--- config.mk ---
export PLATFORM = sky130hd
export DESIGN_NAME = pwm_sample_sequencer
export DESIGN_NICKNAME = d
export VERILOG_FILES = /design/src/rtl/pwm_sample_sequencer.sv
export SDC_FILE = /design/constraint.sdc
export NUM_CORES = 1
export LEC_CHECK = 0
export ABC_AREA = 1
export CAP_MARGIN = 20
export CORE_ASPECT_RATIO = 1.4
export CORE_MARGIN = 1
export CORE_UTILIZATION = 30
export CTS_BUF_LIST = sky130_fd_sc_hd__clkbuf_4 sky130_fd_sc_hd__clkbuf_8
export CTS_CLUSTER_SIZE = 24
export DETAILED_ROUTE_END_ITERATION = 12
export SKIP_LAST_GASP = 1
export SLEW_MARGIN = 20
export SYNTH_ARGS = -nofsm -noshare
export SYNTH_HDL_FRONTEND = slang
export SYNTH_SLANG_ARGS = --single-unit
--- constraint.sdc ---
create_clock -name Clk_pwm -period 3.1 [get_ports Clk_pwm]
set_input_delay 0.31 -clock Clk_pwm [delete_from_list [all_inputs] [get_ports Clk_pwm]]
set_output_delay 0.31 -clock Clk_pwm [all_outputs]
set_load 0.02 [all_outputs]
--- src/rtl/pwm_sample_sequencer.sv ---
// pwm_sample_sequencer: frame-synchronous sample scheduler for the PWM stage.
// Buffers filter samples in a small FIFO and releases one per PWM frame.
// Ports: Clk_pwm, Rst (sync, active high), SampleIn/SampleValid/SampleReady
//   (valid/ready input), SigVec (duty code, changes only at frame start),
//   FrameStrobe (last clock of frame), Underrun (empty-FIFO boundary pulse),
//   UnderrunSticky (latched underrun, cleared by Rst).
// Option: define PWM_SEQ_SOFTSTART_EN to ramp SigVec 0 -> MIDSCALE after reset.
module pwm_sample_sequencer #(
  parameter int         FIFO_DEPTH     = 4,
  parameter int         FRAME_BITS     = 11,
  parameter logic [9:0] MIDSCALE       = 10'd512,
  parameter int         PRIME_LEVEL    = 2,
  parameter int         UNDERRUN_LIMIT = 4,
  parameter logic [9:0] RAMP_STEP      = 10'd8
) (
  input  logic       Clk_pwm,
  input  logic       Rst,
  input  logic [9:0] SampleIn,
  input  logic       SampleValid,
  output logic       SampleReady,
  output logic [9:0] SigVec,
  output logic       FrameStrobe,
  output logic       Underrun,
  output logic       UnderrunSticky
);

  localparam int PW = $clog2(FIFO_DEPTH);
  localparam int CW = PW + 1;
  localparam int UW = $clog2(UNDERRUN_LIMIT + 1);

  localparam logic [CW-1:0] FULL      = CW'(FIFO_DEPTH);
  localparam logic [CW-1:0] PRIME_LVL = CW'(PRIME_LEVEL);
  localparam logic [UW-1:0] UR_LAST   = UW'(UNDERRUN_LIMIT - 1);

  localparam logic [FRAME_BITS-1:0] CNT_LAST = '1;
  localparam logic [FRAME_BITS-1:0] CNT_PRE  =
    CNT_LAST - FRAME_BITS'(1);

  localparam logic [1:0] ST_PRIME = 2'd1;
  localparam logic [1:0] ST_RUN   = 2'd2;
`ifdef PWM_SEQ_SOFTSTART_EN
  localparam logic [1:0] ST_RAMP   = 2'd0;
  localparam logic [1:0] ST_RESET  = ST_RAMP;
  localparam logic [9:0] SIG_RESET = 10'd0;
`else
  localparam logic [1:0] ST_RESET  = ST_PRIME;
  localparam logic [9:0] SIG_RESET = MIDSCALE;
`endif

  logic [9:0]            mem [FIFO_DEPTH];
  logic [PW-1:0]         wrPtr;
  logic [PW-1:0]         rdPtr;
  logic [CW-1:0]         count;
  logic [CW-1:0]         countNxt;
  logic [FRAME_BITS-1:0] frameCnt;
  logic [1:0]            state;
  logic [1:0]            stateNxt;
  logic [UW-1:0]         urCnt;
  logic [UW-1:0]         urCntNxt;
  logic [9:0]            sigNxt;
  logic                  boundary;
  logic                  preBoundary;
  logic                  push;
  logic                  pop;
  logic                  urNxt;

  assign boundary    = frameCnt == CNT_LAST;
  assign preBoundary = frameCnt == CNT_PRE;
  assign SampleReady = count != FULL;
  assign push        = SampleValid & SampleReady;
  assign countNxt    = count + CW'(push) - CW'(pop);

  // Underrun is decided one cycle early so the registered pulse lines up
  // with the boundary cycle; state cannot change before that boundary.
  assign urNxt = preBoundary && (state == ST_RUN) &&
                 (countNxt == '0);

  always_comb begin
    pop      = 1'b0;
    stateNxt = state;
    sigNxt   = SigVec;
    urCntNxt = urCnt;
    if (boundary) begin
      unique case (1'b1)
`ifdef PWM_SEQ_SOFTSTART_EN
        (state == ST_RAMP): begin
          if (SigVec >= MIDSCALE - RAMP_STEP) begin
            sigNxt   = MIDSCALE;
            stateNxt = ST_PRIME;
          end else begin
            sigNxt = SigVec + RAMP_STEP;
          end
        end
`endif
        (state == ST_PRIME): begin
          if (count >= PRIME_LVL) begin
            pop      = 1'b1;
            sigNxt   = mem[rdPtr];
            stateNxt = ST_RUN;
            urCntNxt = '0;
          end
        end
        (state == ST_RUN): begin
          if (count != '0) begin
            pop      = 1'b1;
            sigNxt   = mem[rdPtr];
            urCntNxt = '0;
          end else if (urCnt == UR_LAST) begin
            sigNxt   = MIDSCALE;
            stateNxt = ST_PRIME;
            urCntNxt = '0;
          end else begin
            urCntNxt = urCnt + UW'(1);
          end
        end
        default: ;
      endcase
    end
  end

  always_ff @(posedge Clk_pwm) begin
    if (Rst) begin
      frameCnt       <= '0;
      wrPtr          <= '0;
      rdPtr          <= '0;
      count          <= '0;
      state          <= ST_RESET;
      urCnt          <= '0;
      SigVec         <= SIG_RESET;
      FrameStrobe    <= 1'b0;
      Underrun       <= 1'b0;
      UnderrunSticky <= 1'b0;
    end else begin
      frameCnt <= frameCnt + FRAME_BITS'(1);
      if (push) wrPtr <= wrPtr + PW'(1);
      if (pop) rdPtr <= rdPtr + PW'(1);
      count          <= countNxt;
      state          <= stateNxt;
      urCnt          <= urCntNxt;
      SigVec         <= sigNxt;
      FrameStrobe    <= preBoundary;
      Underrun       <= urNxt;
      UnderrunSticky <= UnderrunSticky | urNxt;
    end
  end

  always_ff @(posedge Clk_pwm) begin
    if (push && !Rst) mem[wrPtr] <= SampleIn;
  end

endmodule

==> results.tsv, run 1 <==
stage	metric	value	unit
floorplanning	Die Wd	90.38	µm
clocking	CTS tree	yes	
yosys	Gate Count Post-Synth	352	
clocking	CTS Hold Buffers Added	0	
floorplanning	site row count	44	
yosys	XOR/XNOR Fraction of Synth Area	1.068	%
outcome	status	completed	
floorplanning	Die ar.	11360	µm²
yosys	Netlist cell types	25	
route	DR iter-0 viols	89	
route	drt first pass iters	4	
flow_run	max_cap viols	0	
timing	final hold viol count	0	
global_route	vias in the first global route	2139	
timing	Fmax	367.8	MHz
clocking	Post-CTS Setup Inserts	0	
timing	slew margin rel.	53.31	%
finish	Nets	411	
yosys	Yosys top cell area share	36.61	%
timing	final setup violating endpoints	0	
route	Via-to-Cell Ratio	4.479	
finish	final design utilization	37.36	%
clocking	Max H-tree Level	3	
yosys	post-synthesis mux area share	0	%
global_route	first-pass GRT wire length	10110	µm
min_path	Hold Crit Class	register to register	
timing	clock period minus worst slack	2719	ps
placed_design	port bufs	26	
floorplanning	I/O pin count	27	
yosys	Post-Syn Area per Cell	9.320	µm²
finish	layout cells sized above 1	8.205	%
critical_path	Worst Setup End Kind	register	
timing	worst slew pin tran	699.5	ps
yosys	Post-synth EDFFs	40	
clocking	clock latency on the worst-skew pair	350	ps
critical_path	Critical Path AT	2990	ps
clocking	Clock Sinks	78	
timing	Final Max Tran Viols	0	
floorplanning	CORE AREA	10520	µm²
clocking	clk slew on worst S/H paths	70	ps
clocking	clk buf depth	2	
yosys	Yosys reg bits	78	
yosys	Syn. warnings	0	
min_path	hold path startpoint	frameCnt[0]$_SDFF_PP0_	
yosys	Post-Syn Nets	378	
global_route	initial antenna violation count	0	
yosys	Synth async-reset ratio	0	%
yosys	largest cells by area after synthesis	edfxtp_1, dfxtp_1, nor2_1, nand2_1, o21ai_0	
route	via count	2365	
placed_design	Detailed Place HPWL	4157	µm
clocking	Inserted Clock Buffers	9	
yosys	Synth Area in Compound Gates	7.399	%
placed_design	RD Place Congestion	0.7522	
global_route	GRT Overall Usage	11.57	%
timing	unrepaired setup endpoints after global routing	false	
power	maximum vdd drop	0.2396	mV
floorplanning	Die Y-Extent	125.7	µm
floorplanning	Initial Util	31.20	%
critical_path	Critical Path Start Type	register	
timing	fin crit share	87.70	%
clocking	clk root buf	clkbuf_8	
finish	commonest non-fill, non-tap cells in the layout	nor2_1, nand2_1, edfxtp_1	
critical_path	CP Class	register to register	
critical_path	Critical Path Source	frameCnt[0]$_SDFF_PP0_	
finish	antenna fix cells	0	
placed_design	Area after DPL	3714	µm²
finish	post-route cell area	3929	µm²
yosys	biggest area consumer among synthesized cells	edfxtp_1	
timing	Sum Neg Setup Slack	0	ps
global_route	largest net degree at the start of global routing	23	
yosys	largest family of logic cells by synthesized area	simple AND/OR/NAND/NOR gates	
route	routed wire length	6113	µm
yosys	Post-Synth Adder-Cell Area	5.187	%
route	DRC Markers	0	
critical_path	Crit Reg-Reg Startpoint	frameCnt[0]$_SDFF_PP0_	
critical_path	maximum fanout along the worst path	5	
clocking	post-CTS resize count	0	
yosys	Mapped Area	3281	µm²
power	Power Density	557.6	nW/µm²
power	Lkg Pwr	1.525	nW
finish	commonest non-fill, non-tap cell in the layout	nor2_1	
route	remaining antenna violation count	0	
yosys	Primary FF master, synth	edfxtp_1	
critical_path	CP required	3370	ps
timing	Setup Skew	8.087	ps
yosys	sequential-to-total area share from yosys stat	59.80	%
global_route	grt ovf	0	
route	Avg WL per Cell	11.58	µm
finish	area grow syn2layout	19.76	%
yosys	Synth Area in Simple Gates	21.47	%
## power by group
part	switching, mW	internal (mW)	total (mW)	leakage, nW
combinational	0.147	0.0809	0.228	0.747
sequential	0.0184	1.13	1.15	0.671
clock	0.350	0.468	0.817	0.108
## registers in the layout (all words and copies together), names as in the netlist, named ones only
register        count
mem                40
UnderrunSticky      1
count               3
SigVec             10
FrameStrobe         1
frameCnt           11
Underrun            1
state               2
rdPtr               2
urCnt               3
wrPtr               2
## per-stage QoR
step           cells  hold WS (ps)  worst slack (ps)  power [mW]
2_1_floorplan    352         389.3             607.0       1.318
3_3_place_gp     512         443.9             474.2       1.390
3_5_place_dp     512         451.1             379.7       1.398
4_1_cts          528         473.7             362.8       2.214
5_1_grt          528         499.7             137.7       2.307
6_report         528         468.0             381.3       2.191
## per-layer routing
layer / vias to the layer above / global-route usage [%] / part of all wire, %
met5: - / 0 / 0
met4: 0 / 5.123 / 1.5
met3: 8 / 3.321 / 4.2
met2: 38 / 19.76 / 49
met1: 1105 / 13.44 / 46
li1: 1214 / - / -
## final timing paths
check                              end  slack, ps  depth (start not counted)
max          UnderrunSticky$_SDFF_PP0_        380                         15
min             frameCnt[0]$_SDFF_PP0_        470                          1
max reg2reg  UnderrunSticky$_SDFF_PP0_        380                         15
min reg2reg     frameCnt[0]$_SDFF_PP0_        470                          1
## layout make-up
class,count,area (µm²)
Clock buffer,11,138.9
Fill cell,1057,6586
Tap cell,138,172.7
Timing Repair Buffer,33,312.8
Sequential cell,78,1962
Multi-Input combinational cell,233,1152
Inverter,30,113.9
Clock inverter,5,76.32
## cells in the mapped netlist (2+ instances only)
cell and count:
nand4_1 5, ha_1 12, edfxtp_1 40, dfxtp_1 38, inv_1 27, o21ai_0 36, a21oi_1 11, nand3_1 12
nor3_1 3, nor2_1 77, clkbuf_1 10, inv_2 2, nand2_1 63, nand2_2 2, nor2_2 2, xor2_1 3
## cells by family (layout without fill, tap and decap cells)
kind of cell,count (synthesis),in the layout
buf+inv,41,79
simple gates,168,168
fa+ha+maj,13,13
flops,78,78
compound gates,48,48
xor+xnor,4,4
## worst max-delay path: stages, from the launching register on
cell and delay, ps:
dfxtp_1 370, ha_1 190, nand2_2 70, nor2_2 190, nand3_2 130, clkinv_2 100
nand2_4 70, a21oi_1 170, ha_1 250, inv_1 50, ha_1 130, inv_1 50
fa_1 370, xnor2_1 210, nand4_1 130, o21ai_0 160
No activity file was read; power rests on OpenSTA's default activity.
==> run 2: changes to the inputs <==
--- a/config.mk
+++ b/config.mk
@@ -13,6 +13,7 @@
 export CTS_BUF_LIST = sky130_fd_sc_hd__clkbuf_4 sky130_fd_sc_hd__clkbuf_8
 export CTS_CLUSTER_SIZE = 24
 export DETAILED_ROUTE_END_ITERATION = 12
+export RECOVER_POWER = 50
 export SKIP_LAST_GASP = 1
 export SLEW_MARGIN = 20
 export SYNTH_ARGS = -nofsm -noshare
==> results.tsv, run 2 (synthesized netlist as in run 1, its figures left out) <==
stage	metric	value	unit	change
min_path	Hold Crit Class	register to register		unchanged
placed_design	port bufs	26		unchanged
critical_path	maximum fanout along the worst path	5		unchanged
route	DR iter-0 viols	94		was 89
clocking	Inserted Clock Buffers	9		unchanged
route	via count	2349		was 2365
global_route	GRT Overall Usage	11.57	%	unchanged
floorplanning	Initial Util	31.20	%	unchanged
power	maximum vdd drop	0.2396	mV	about the same
power	Lkg Pwr	1.511	nW	was 1.525 nW
min_path	Hold EP	frameCnt[0]$_SDFF_PP0_		unchanged
critical_path	Critical Path Start Type	register		unchanged
finish	Multi-input gate area	1150	µm²	was 1152 µm²
timing	worst slew pin tran	972.8	ps	was 699.5 ps
route	Via-to-Cell Ratio	4.449		was 4.479
finish	antenna fix cells	0		unchanged
power	Power Density	558.8	nW/µm²	was 557.6 nW/µm²
route	DRC Markers	0		unchanged
global_route	initial antenna violation count	0		unchanged
finish	commonest non-fill, non-tap cell in the layout	nor2_1		unchanged
timing	unrepaired setup endpoints after global routing	false		unchanged
route	remaining antenna violation count	0		unchanged
finish	number of fill cells in the layout	1058		was 1057
timing	fin crit share	87.65	%	was 87.70%
finish	final design utilization	37.20	%	was 37.36%
route	routed wire length	6131	µm	was 6113 µm
clocking	Clock Sinks	78		unchanged
critical_path	CP Class	register to register		unchanged
floorplanning	Die Y-Extent	125.7	µm	unchanged
placed_design	Detailed Place HPWL	4157	µm	unchanged
finish	Seq. cell area	1962	µm²	unchanged
finish	area grow syn2layout	19.22	%	was 19.76%
finish	post-route cell area	3911	µm²	was 3929 µm²
finish	number of flip-flops in the largest register	40		unchanged
global_route	vias in the first global route	2139		unchanged
finish	Nets	411		unchanged
placed_design	dpl ws	379.7	ps	unchanged
route	Avg WL per Cell	11.61	µm	was 11.58 µm
clocking	Post-CTS Setup Inserts	0		unchanged
timing	Fin Hold WS	468.7	ps	was 468.0 ps
timing	Fmax	368.0	MHz	was 367.8 MHz
route	drt first pass iters	4		unchanged
critical_path	Crit Reg-Reg Startpoint	frameCnt[0]$_SDFF_PP0_		unchanged
finish	commonest non-fill, non-tap cells in the layout	nor2_1, nand2_1, edfxtp_1		unchanged
finish	largest reg by FF count	mem		unchanged
critical_path	R2R Setup Slk	380	ps	about the same
clocking	clock latency on the worst-skew pair	350	ps	about the same
clocking	clk buf depth	2		unchanged
global_route	grt ovf	0		unchanged
timing	clock period minus worst slack	2717	ps	was 2719 ps
floorplanning	CORE AREA	10520	µm²	unchanged
timing	final setup violating endpoints	0		unchanged
critical_path	R2R Path End	UnderrunSticky$_SDFF_PP0_		unchanged
clocking	clk root buf	clkbuf_8		unchanged
floorplanning	site row count	44		unchanged
clocking	Max H-tree Level	3		unchanged
timing	Sum Neg Setup Slack	0	ps	unchanged
clocking	CTS Hold Buffers Added	0		unchanged
min_path	Worst Hold Depth	1		unchanged
min_path	hold path startpoint	frameCnt[0]$_SDFF_PP0_		unchanged
critical_path	CP required	3370	ps	about the same
power	P_int	1.671	mW	was 1.676 mW
critical_path	Worst Setup End Kind	register		unchanged
timing	setup slack after layout	382.9	ps	was 381.3 ps
power	sequential share of power	52.4	%	was 52.3%
global_route	largest net degree at the start of global routing	23		unchanged
finish	largest registers	mem: 40 flops, frameCnt: 11 flops, SigVec: 10 flops		unchanged
timing	slew margin rel.	35.14	%	was 53.31%
clocking	CTS tree	yes		unchanged
critical_path	cells on worst reg2reg path	15		unchanged
global_route	first-pass GRT wire length	10110	µm	unchanged
timing	Final Max Tran Viols	0		unchanged
finish	layout cells sized above 1	6.923	%	was 8.205%
placed_design	Area after DPL	3714	µm²	unchanged
power	clock group share of total power	37.4	%	was 37.3%
clocking	clk slew on worst S/H paths	70	ps	about the same
timing	final hold viol count	0		unchanged
flow_run	max_cap viols	0		unchanged
clocking	post-CTS resize count	0		unchanged
critical_path	Critical Path AT	2990	ps	about the same
outcome	status	completed		unchanged
placed_design	RD Place Congestion	0.7522		unchanged
power	Sw Ratio	23.52	%	was 23.50%
power	power share of the combinational group	10.2	%	was 10.4%
power	sw power	0.5141	mW	was 0.5149 mW
floorplanning	I/O pin count	27		unchanged
timing	Setup Skew	8.343	ps	was 8.087 ps
floorplanning	Die ar.	11360	µm²	unchanged
floorplanning	Die Wd	90.38	µm	unchanged
-- run 2: cell count changes in the layout (fill, tap and decap cells not counted) --
| cell | change |
|---|---|
| nand2_2 | -1 |
| buf_4 | -4 |
| dlygate4sd3_1 | +11 |
| clkdlybuf4s50_1 | -11 |
| nand2_1 | +1 |
| clkbuf_1 | +4 |
-- run 2: metrics by stage --
| stage | std cells | total power, mW |
|---|---|---|
| 4_1_cts | 528 | 2.214 |
| 5_1_grt | 528 | 2.302 |
| 3_5_place_dp | 512 | 1.398 |
| 2_1_floorplan | 352 | 1.318 |
| 6_report | 528 | 2.185 |
| 3_3_place_gp | 512 | 1.390 |
-- run 2: metal layers --
| layer | track usage (%) | vias to the layer above | share of wire [%] |
|---|---|---|---|
| met3 | 3.321 | 7 | 4.4 |
| met1 | 13.44 | 1088 | 46 |
| met2 | 19.76 | 38 | 48 |
| li1 | - | 1216 | - |
| met5 | 0 | - | 0 |
| met4 | 5.123 | 0 | 1.5 |
-- run 2: how the worst max path moves through the flow --
stage                     slack (ps)                        end  cells past startpoint                    from
after floorplan                  610  UnderrunSticky$_SDFF_PP0_                     15  frameCnt[0]$_SDFF_PP0_
after global placement           470  UnderrunSticky$_SDFF_PP0_                     15  frameCnt[0]$_SDFF_PP0_
after detailed placement         380  UnderrunSticky$_SDFF_PP0_                     15  frameCnt[0]$_SDFF_PP0_
after CTS                        360  UnderrunSticky$_SDFF_PP0_                     15  frameCnt[0]$_SDFF_PP0_
after global routing             130  UnderrunSticky$_SDFF_PP0_                     15  frameCnt[0]$_SDFF_PP0_
final                            380  UnderrunSticky$_SDFF_PP0_                     15  frameCnt[0]$_SDFF_PP0_
-- run 2: critical path, cell delays in order, from the launching register on --
cell	delay, ps
dfxtp_1	370
ha_1	170
nand2_1	80
nor2_2	190
nand3_2	130
clkinv_2	100
nand2_4	70
a21oi_1	170
ha_1	250
inv_1	50
ha_1	130
inv_1	50
fa_1	370
xnor2_1	210
nand4_1	130
o21ai_0	160
-- run 2: final cells by class --
| cell class | count | area share [%] |
|---|---|---|
| tap | 138 | 4.415 |
| clock buffer | 11 | 3.551 |
| timing repair buffer | 33 | 7.614 |
| multi-input combinational | 233 | 29.40 |
| sequential | 78 | 50.16 |
| inverter | 30 | 2.911 |
| clock inverter | 5 | 1.951 |
-- run 2: power by group through the flow --
| stage | Clock, mW | Sequential, mW | Combinational, mW |
|---|---|---|---|
| 2_1_floorplan | 0 | 1.17 | 0.151 |
| 3_5_place_dp | 0 | 1.17 | 0.228 |
| 3_3_place_gp | 0 | 1.17 | 0.222 |
| 4_1_cts | 0.838 | 1.15 | 0.230 |
| 5_1_grt | 0.894 | 1.15 | 0.258 |
| 6_report | 0.817 | 1.15 | 0.223 |
==> run 3: changes to the inputs <==
--- a/config.mk
+++ b/config.mk
@@ -8,11 +8,11 @@
 export ABC_AREA = 1
 export CAP_MARGIN = 20
 export CORE_ASPECT_RATIO = 1.4
-export CORE_MARGIN = 1
-export CORE_UTILIZATION = 30
+export CORE_UTILIZATION = 57
 export CTS_BUF_LIST = sky130_fd_sc_hd__clkbuf_4 sky130_fd_sc_hd__clkbuf_8
 export CTS_CLUSTER_SIZE = 24
 export DETAILED_ROUTE_END_ITERATION = 12
+export PLACE_DENSITY = 0.79
 export RECOVER_POWER = 50
 export SKIP_LAST_GASP = 1
 export SLEW_MARGIN = 20
==> results.tsv, run 3 (synthesized netlist as in run 1, its figures left out) <==
stage	metric	value	unit	change
placed_design	Cells after DPL	442		was 512
power	Power Density	551.8	nW/µm²	was 558.8 nW/µm²
critical_path	CP Class	register to register		unchanged
clocking	Max H-tree Level	3		unchanged
route	remaining antenna violation count	0		unchanged
critical_path	Worst Setup End Kind	register		unchanged
critical_path	Critical Path Start Type	register		unchanged
route	drt first pass iters	4		unchanged
timing	Sum Neg Setup Slack	0	ps	unchanged
placed_design	port bufs	26		unchanged
outcome	status	completed		unchanged
finish	Nets	411		unchanged
route	routed wire length	6029	µm	was 6131 µm
clocking	Clock Sinks	78		unchanged
finish	commonest non-fill, non-tap cell in the layout	nor2_1		unchanged
finish	largest reg by FF count	mem		unchanged
power	Lkg Pwr	1.500	nW	was 1.511 nW
timing	clock period minus worst slack	2726	ps	was 2717 ps
clocking	CTS Hold Buffers Added	0		unchanged
clocking	Inserted Clock Buffers	9		unchanged
placed_design	Detailed Place HPWL	4154	µm	was 4157 µm
finish	antenna fix cells	0		unchanged
power	maximum vdd drop	0.4118	mV	was 0.2396 mV
critical_path	maximum fanout along the worst path	5		unchanged
global_route	first-pass GRT wire length	10200	µm	was 10110 µm
floorplanning	Die ar.	6067	µm²	was 11360 µm²
clocking	CTS tree	yes		unchanged
timing	slew margin rel.	37.68	%	was 35.14%
finish	number of flip-flops in the largest register	40		unchanged
floorplanning	Initial Util	59.37	%	was 31.20%
route	via count	2393		was 2349
global_route	initial antenna violation count	0		unchanged
floorplanning	Die Wd	66.12	µm	was 90.38 µm
timing	Fmax	366.9	MHz	was 368.0 MHz
timing	Setup Skew	8.458	ps	was 8.343 ps
critical_path	Critical Path AT	2990	ps	about the same
floorplanning	I/O pin count	27		unchanged
global_route	grt ovf	0		unchanged
global_route	largest net degree at the start of global routing	23		unchanged
route	DRC Markers	0		unchanged
floorplanning	site row count	32		was 44
global_route	GRT Overall Usage	22.58	%	was 11.57%
timing	fin crit share	87.93	%	was 87.65%
route	Avg WL per Cell	13.16	µm	was 11.61 µm
clocking	clock latency on the worst-skew pair	340	ps	was 350 ps
finish	Post-Layout Cell Count	458		was 528
finish	number of fill cells in the layout	426		was 1058
placed_design	RD Place Congestion	0.8441		was 0.7522
finish	commonest non-fill, non-tap cells in the layout	nor2_1, nand2_1, edfxtp_1		unchanged
critical_path	CP required	3360	ps	was 3370 ps
timing	unrepaired setup endpoints after global routing	false		unchanged
min_path	Hold Crit Class	register to register		unchanged
route	DR iter-0 viols	117		was 94
clocking	clk slew on worst S/H paths	70	ps	about the same
finish	area grow syn2layout	15.98	%	was 19.22%
global_route	vias in the first global route	2374		was 2139
clocking	clk root buf	clkbuf_8		unchanged
clocking	clk buf depth	2		unchanged
timing	Final Max Tran Viols	0		unchanged
timing	final hold viol count	0		unchanged
floorplanning	Die Y-Extent	91.77	µm	was 125.7 µm
finish	layout cells sized above 1	6.923	%	unchanged
floorplanning	CORE AREA	5525	µm²	was 10520 µm²
flow_run	max_cap viols	0		unchanged
timing	final setup violating endpoints	0		unchanged
finish	largest registers	mem: 40 flops, frameCnt: 11 flops, SigVec: 10 flops		unchanged
timing	worst slew pin tran	934.7	ps	was 972.8 ps
route	Via-to-Cell Ratio	5.225		was 4.449
-- run 3: metal layers --
metal,global-route usage (%),vias up,part of all wire [%],wire length (µm)
met2,39.97,40,55,3297
met5,0,-,0,0
met1,25.25,1128,41,2491
met3,5.597,9,2.9,174
li1,-,1216,-,-
met4,9.043,0,1.1,65
-- run 3: path summary, 6_finish.rpt --
kind	start	endpoint	slack, ps	cells past startpoint
worst min-delay path	frameCnt[0]$_SDFF_PP0_	frameCnt[0]$_SDFF_PP0_	470	1
worst max register to register	frameCnt[0]$_SDFF_PP0_	UnderrunSticky$_SDFF_PP0_	370	15
worst min register to register	frameCnt[0]$_SDFF_PP0_	frameCnt[0]$_SDFF_PP0_	470	1
worst max-delay path	frameCnt[0]$_SDFF_PP0_	UnderrunSticky$_SDFF_PP0_	370	15
-- run 3: report_power, final --
group	total, mW	switching (mW)	internal (mW)	leakage (nW)
clock	0.726	0.342	0.384	0.0952
combinational	0.227	0.151	0.0752	0.734
sequential	1.15	0.0196	1.13	0.671
-- run 3: cell type report --
class                      instances  area [µm²]  share of cell area (%)
inverter                          30       113.9                   2.992
sequential                        78        1962                   51.56
clock inverter                     5       50.05                   1.315
tap                               68       85.08                   2.236
timing repair buffer              33       297.8                   7.826
clock buffer                      11       138.9                   3.650
multi-input combinational        233        1157                   30.42
-- run 3: worst max-delay path, stage by stage, from the launching register on --
cell,delay [ps]
dfxtp_1,370
ha_1,200
nand2_2,80
nor2_4,140
nand3_2,120
clkinv_2,90
nand2_4,70
a21oi_1,180
ha_1,260
inv_1,50
ha_1,130
inv_1,50
fa_1,390
xnor2_1,210
nand4_1,130
o21ai_0,170
-- run 3: metrics by stage --
| step | setup WS (ps) | util, % | instance area, µm² | hold slack [ps] | power (mW) |
|---|---|---|---|---|---|
| 6_report | 374.3 | 68.86 | 3805 | 467.0 | 2.100 |
| 5_1_grt | 55.08 | 68.86 | 3805 | 504.9 | 2.188 |
| 2_1_floorplan | 607.0 | - | 3281 | 389.3 | 1.318 |
| 3_3_place_gp | 466.1 | 65.63 | 3626 | 442.8 | 1.390 |
| 3_5_place_dp | 289.1 | 65.63 | 3626 | 457.5 | 1.401 |
| 4_1_cts | 300.8 | 69.04 | 3815 | 474.7 | 2.114 |
-- run 3: repair_timing --
item                       in CTS  in global routing
buffers inserted                0                  0
gates resized for setup         0                  1
setup endpoints to repair       0                  1
